### src/rtl/mips_timer_slave.sv
// Memory-mapped countdown timer (CTRL/PRESET/COUNT) with interrupt request to CP0.
// Latency: register reads are combinational from addr; writes take effect on the next rising edge.
// Backpressure: none. The bus is always accepted with no wait states.
//
// Ports:
//   clk    - system clock, all state updates on rising edge
//   reset  - synchronous active-high reset, clears all state
//   addr   - word select: 00 CTRL, 01 PRESET, 10 COUNT (read-only), 11 unused (reads 0)
//   we     - write strobe
//   wdata  - write data
//   rdata  - read data for the selected word
//   irq    - interrupt request (flag & IM)
module mips_timer_slave #(
  parameter int W = 32
) (
  input  logic         clk,
  input  logic         reset,
  input  logic [1:0]   addr,
  input  logic         we,
  input  logic [W-1:0] wdata,
  output logic [W-1:0] rdata,
  output logic         irq
);

  typedef enum logic [1:0] {
    IDLE = 2'd0,
    LOAD = 2'd1,
    CNT  = 2'd2,
    INT  = 2'd3
  } state_t;

  localparam logic [W-1:0] ONE = W'(1);

  state_t       state, state_nxt;
  logic [3:0]   ctrl, ctrl_nxt;      // {IM, MODE[1:0], EN}
  logic [W-1:0] preset, preset_nxt;
  logic [W-1:0] count, count_nxt;
  logic         flag, flag_nxt;
  // Marks a flag raised by an auto-reload expiry, which only lives one cycle.
  logic         pulse, pulse_nxt;

  logic         en;
  logic [1:0]   mode;
  logic         im;
  logic         ctrl_wr;
  logic         preset_wr;

  assign en        = ctrl[0];
  assign mode      = ctrl[2:1];
  assign im        = ctrl[3];
  assign ctrl_wr   = we && (addr == 2'b00);
  assign preset_wr = we && (addr == 2'b01);

  always_comb begin
    state_nxt  = state;
    ctrl_nxt   = ctrl;
    preset_nxt = preset;
    count_nxt  = count;
    flag_nxt   = flag;
    pulse_nxt  = 1'b0;

    if (pulse) begin
      flag_nxt = 1'b0;
    end

    case (state)
      IDLE: begin
        if (en) begin
          state_nxt = LOAD;
        end
      end
      LOAD: begin
        count_nxt = preset;
        state_nxt = CNT;
      end
      CNT: begin
        if (!en) begin
          state_nxt = IDLE;
        end else if (count > ONE) begin
          count_nxt = count - ONE;
        end else begin
          // Expiring from 1, or from 0 when PRESET was 0; never wraps.
          count_nxt = '0;
          state_nxt = INT;
        end
      end
      INT: begin
        state_nxt = IDLE;
        flag_nxt  = 1'b1;
        if (mode == 2'b01) begin
          // Auto-reload: EN stays set, so IDLE reloads on the next edge.
          pulse_nxt = 1'b1;
        end else begin
          ctrl_nxt[0] = 1'b0;
        end
      end
      default: begin
        state_nxt = IDLE;
      end
    endcase

    if (preset_wr) begin
      preset_nxt = wdata;
    end

    // A CPU write to CTRL overrides the FSM's own EN clear in the same cycle.
    // Enabling also acknowledges any pending flag.
    if (ctrl_wr) begin
      ctrl_nxt = wdata[3:0];
      if (wdata[0]) begin
        flag_nxt  = 1'b0;
        pulse_nxt = 1'b0;
      end
    end
  end

  always_ff @(posedge clk) begin
    if (reset) begin
      state  <= IDLE;
      ctrl   <= '0;
      preset <= '0;
      count  <= '0;
      flag   <= 1'b0;
      pulse  <= 1'b0;
    end else begin
      state  <= state_nxt;
      ctrl   <= ctrl_nxt;
      preset <= preset_nxt;
      count  <= count_nxt;
      flag   <= flag_nxt;
      pulse  <= pulse_nxt;
    end
  end

  always_comb begin
    rdata = '0;
    case (addr)
      2'b00:   rdata = {{(W-4){1'b0}}, ctrl};
      2'b01:   rdata = preset;
      2'b10:   rdata = count;
      default: rdata = '0;
    endcase
  end

  // Masking hides the request but leaves the flag pending.
  assign irq = flag & im;

endmodule

### config.mk
export PLATFORM = sky130hd
export DESIGN_NAME = mips_timer_slave
export DESIGN_NICKNAME = d
export VERILOG_FILES = /design/src/rtl/mips_timer_slave.sv
export SDC_FILE = /design/constraint.sdc
export NUM_CORES = 1
export LEC_CHECK = 0
export BUFFER_PORTS_ARGS = -buffer_cell sky130_fd_sc_hd__buf_2
export CAP_MARGIN = 10
export CORE_AREA = 3 3 118 120
export CTS_BUF_LIST = sky130_fd_sc_hd__clkbuf_8
export DETAILED_ROUTE_END_ITERATION = 10
export DIE_AREA = 0 0 121 123
export GPL_ROUTABILITY_DRIVEN = 0
export PLACE_DENSITY = 0.52
export SETUP_SLACK_MARGIN = 0.4
export SYNTH_ARGS = -nofsm -noshare
export SYNTH_HDL_FRONTEND = slang
export SYNTH_SLANG_ARGS = --single-unit
export TNS_END_PERCENT = 30
### constraint.sdc
create_clock -name clk -period 6.1 [get_ports clk]
set_input_delay 0.61 -clock clk [delete_from_list [all_inputs] [get_ports clk]]
set_output_delay 0.61 -clock clk [all_outputs]
set_load 0.01 [all_outputs]
==> impl_metrics.ini <==
[power_and_ir_drop]
peakVddDrop_v = 0.0000850
power_uw = 995
p_per_area_nw_per_um2 = 219
power_leakage_nw = 1.74

[global_routing]
antenna_found_initial = 0
grt.overflow.total = 0
grt_max_degree = 49
grt_pass1_wl_mm = 19.8
grt_pass1_vias = 3695
grt.total_usage = 0.165

[clock_network]
cts_buffer_depth = 2
clkSlewWorstSetupHoldPaths_ns = 0.08
hold_buffers = 0
cts_setup_buffers = 0
cts_made_buffers = 9
cts.sinks = 72
clkLatencyLatePin_ns = 0.35
cts_tree = built
cts_resized = 0
cts_root_buf = clkbuf_8
cts.htree.levels = 3

[layout]
final_common_cell = nand2_1
multi_input_area_um2 = 2230
insertedDiodeCount = 0
fin_nets = 573
syn_to_final_growth_pct = 17.5
fill_cells = 1404
layout_common_cells = 85 x nand2_1, 72 x dfxtp_1, 69 x buf_2
seq_area_um2 = 1440
drive_above_1_share = 0.193
fin_cells = 714

[route]
wirelength_mm = 12.2
viasPerCell = 5.50
first_iter_violations = 221
drc = 0
final_antenna_net_count = 0
wire_per_inst_um = 17.1
drt-pass1-iter-count = 5
num_vias = 3926

[logic_synthesis]
synth_compound_area_frac = 0.272
synth-async-reset-ratio = 0
yosysSeqAreaShare = 0.373
synth_warnings = 0
synth_top_family_by_area = compound AO/OA/AOI/OAI gates
avgSynthCellArea_um2 = 7.90
yosys.area_share.simple = 0.270
ys_ff_latch = 72
synth_fp_nets = 528
muxShareOfSynthArea = 0.0207
synth_xor_area_frac = 0.00453
synthesis.instances = 489
syn_area_um2 = 3860
ys.flop_type = dfxtp_1
synthAdderAreaFrac = 0.00647
synth-edff-count = 0
synthDistinctLibCells = 53

[job]
maxCapViolCount = 0

[die]
die_area_um2 = 14900
rows = 42
fp.dieW_um = 121
core_area_um2 = 13100
io_pins = 70
die_h_um = 123
start_util = 0.295

[setup_path]
startpoint_type = flop
crit_chain = inv_1 -> ha_1 -> nor2_1 -> nor4_2 -> a41oi_4 -> buf_4 -> or4b_1 -> a31oi_1
path_class = reg2reg
regToRegEndpoint = count[28]
cpPeakStageDelay_ns = 0.60
worst_path_max_delay_cell = a41oi_4
r2r_start = count[0]
end_kind = flop
crit_path_end = count[28]
reg2reg_depth = 8
critPathMaxFanout = 26
cp.arrival_ns = 2.98
cp_data_required_time_ns = 6.38
startpoint = count[0]
r2r_setup_slack_ns = 3.39

[placement]
pre_cts_ws_ns = 3.41
place_inst = 699
hpwl_mm = 8.22
port_buffers = 69

[sta]
hold_viol_final = 0
fin_crit_sh = 0.444
rsz0062_at_grt = false
postLayoutSetupSlackWorst_ns = 3.39
skew_ns = 0.0102
fin_crit_ns = 2.71
max_slew_margin = 0.242
setup_violations = 0
fmax_mhz = 369
slew_violations = 0
setup_tns_ns = 0
tightestPinTransition_ns = 1.13

[run_status]
status = finished clean

[min_path]
min_path_type = reg2reg
-- worst max-delay path: cells and delay by family (launching register included) --
family | cells | cell delay (ns)
AO/OA/AOI/OAI | 2 | 0.76
flip-flops | 1 | 0.42
AND/OR/NAND/NOR | 3 | 0.68
adder cells (fa/ha/maj) | 1 | 0.26
buffers and inverters | 2 | 0.50
-- logic make-up (layout without fill, tap and decap cells) --
logic type / count (synthesis) / count (layout)
AOI/OAI and AO/OA: 152 / 152
xor gates and xnor gates: 2 / 2
and+or+nand+nor: 201 / 201
DFF: 72 / 72
adders and majority gates: 2 / 2
buffers and inverters: 52 / 101
muxes: 8 / 8
-- power by group --
group | switching (mW) | leakage [nW] | internal [mW]
sequential | 0.00965 | 0.583 | 0.479
clock | 0.191 | 0.101 | 0.227
combinational | 0.0573 | 1.06 | 0.0325
-- worst min path at each step --
stage / start / end / slack (ns) / cells past startpoint
3_5_place_dp: preset[13] / preset[13] / 0.47 / 2
5_1_grt: wdata[31] / preset[31] / 0.48 / 3
6_report: preset[25] / preset[25] / 0.48 / 2
3_3_place_gp: preset[25] / preset[25] / 0.47 / 2
2_1_floorplan: preset[26] / preset[26] / 0.44 / 2
4_1_cts: wdata[28] / preset[28] / 0.47 / 3
-- final cells by class --
class	instances	share of cell area
timing repair buffer	77	0.0892
sequential	72	0.317
inverter	9	0.00744
clock inverter	6	0.0187
tap	176	0.0485
clock buffer	9	0.0273
multi-input combinational	365	0.492
-- state kept, by name, indices dropped and copies added (netlist names) --
signal  count
count      32
preset     32
ctrl        4
state       2
flag        1
pulse       1
-- cell usage after synthesis (3+ instances only) --
master | instances | area share
a211oi_1 | 3 | 0.0058
o21ai_1 | 3 | 0.0039
o311ai_0 | 3 | 0.0068
a32oi_1 | 9 | 0.020
o22ai_1 | 4 | 0.0065
or3_1 | 3 | 0.0049
o21ai_0 | 7 | 0.0091
o211ai_1 | 3 | 0.0058
dfxtp_1 | 72 | 0.37
a221oi_1 | 5 | 0.011
a22oi_1 | 9 | 0.017
and3_1 | 4 | 0.0065
nand4_1 | 7 | 0.011
nand3b_1 | 3 | 0.0058
mux2i_1 | 8 | 0.021
nor4_1 | 11 | 0.018
clkbuf_1 | 37 | 0.036
a22o_1 | 28 | 0.063
nor3b_1 | 3 | 0.0058
nor3_1 | 7 | 0.0091
nand3_1 | 16 | 0.021
a31oi_1 | 12 | 0.019
o221ai_1 | 3 | 0.0068
nor2_1 | 24 | 0.023
a21oi_1 | 52 | 0.067
and2_1 | 4 | 0.0065
inv_1 | 9 | 0.0087
o32ai_1 | 5 | 0.011
nor2b_1 | 4 | 0.0065
nand2_1 | 85 | 0.083
or4_1 | 8 | 0.016
nand2b_1 | 10 | 0.016
-- routing by layer --
| metal | wire length (µm) | track usage |
|---|---|---|
| met1 | 5650 | 0.219 |
| met2 | 5770 | 0.271 |
| met3 | 580 | 0.0288 |
| met4 | 203 | 0.0623 |
| met5 | 0 | 0 |
-- stage by stage --
stage           util  hold slack, ns  cell area [µm²]
2_1_floorplan      -           0.445             3860
3_5_place_dp   0.331           0.467             4330
3_3_place_gp   0.331           0.465             4330
6_report       0.347           0.477             4540
5_1_grt        0.347           0.483             4540
4_1_cts        0.347           0.469             4540
(Power assumes the default switching activity.)
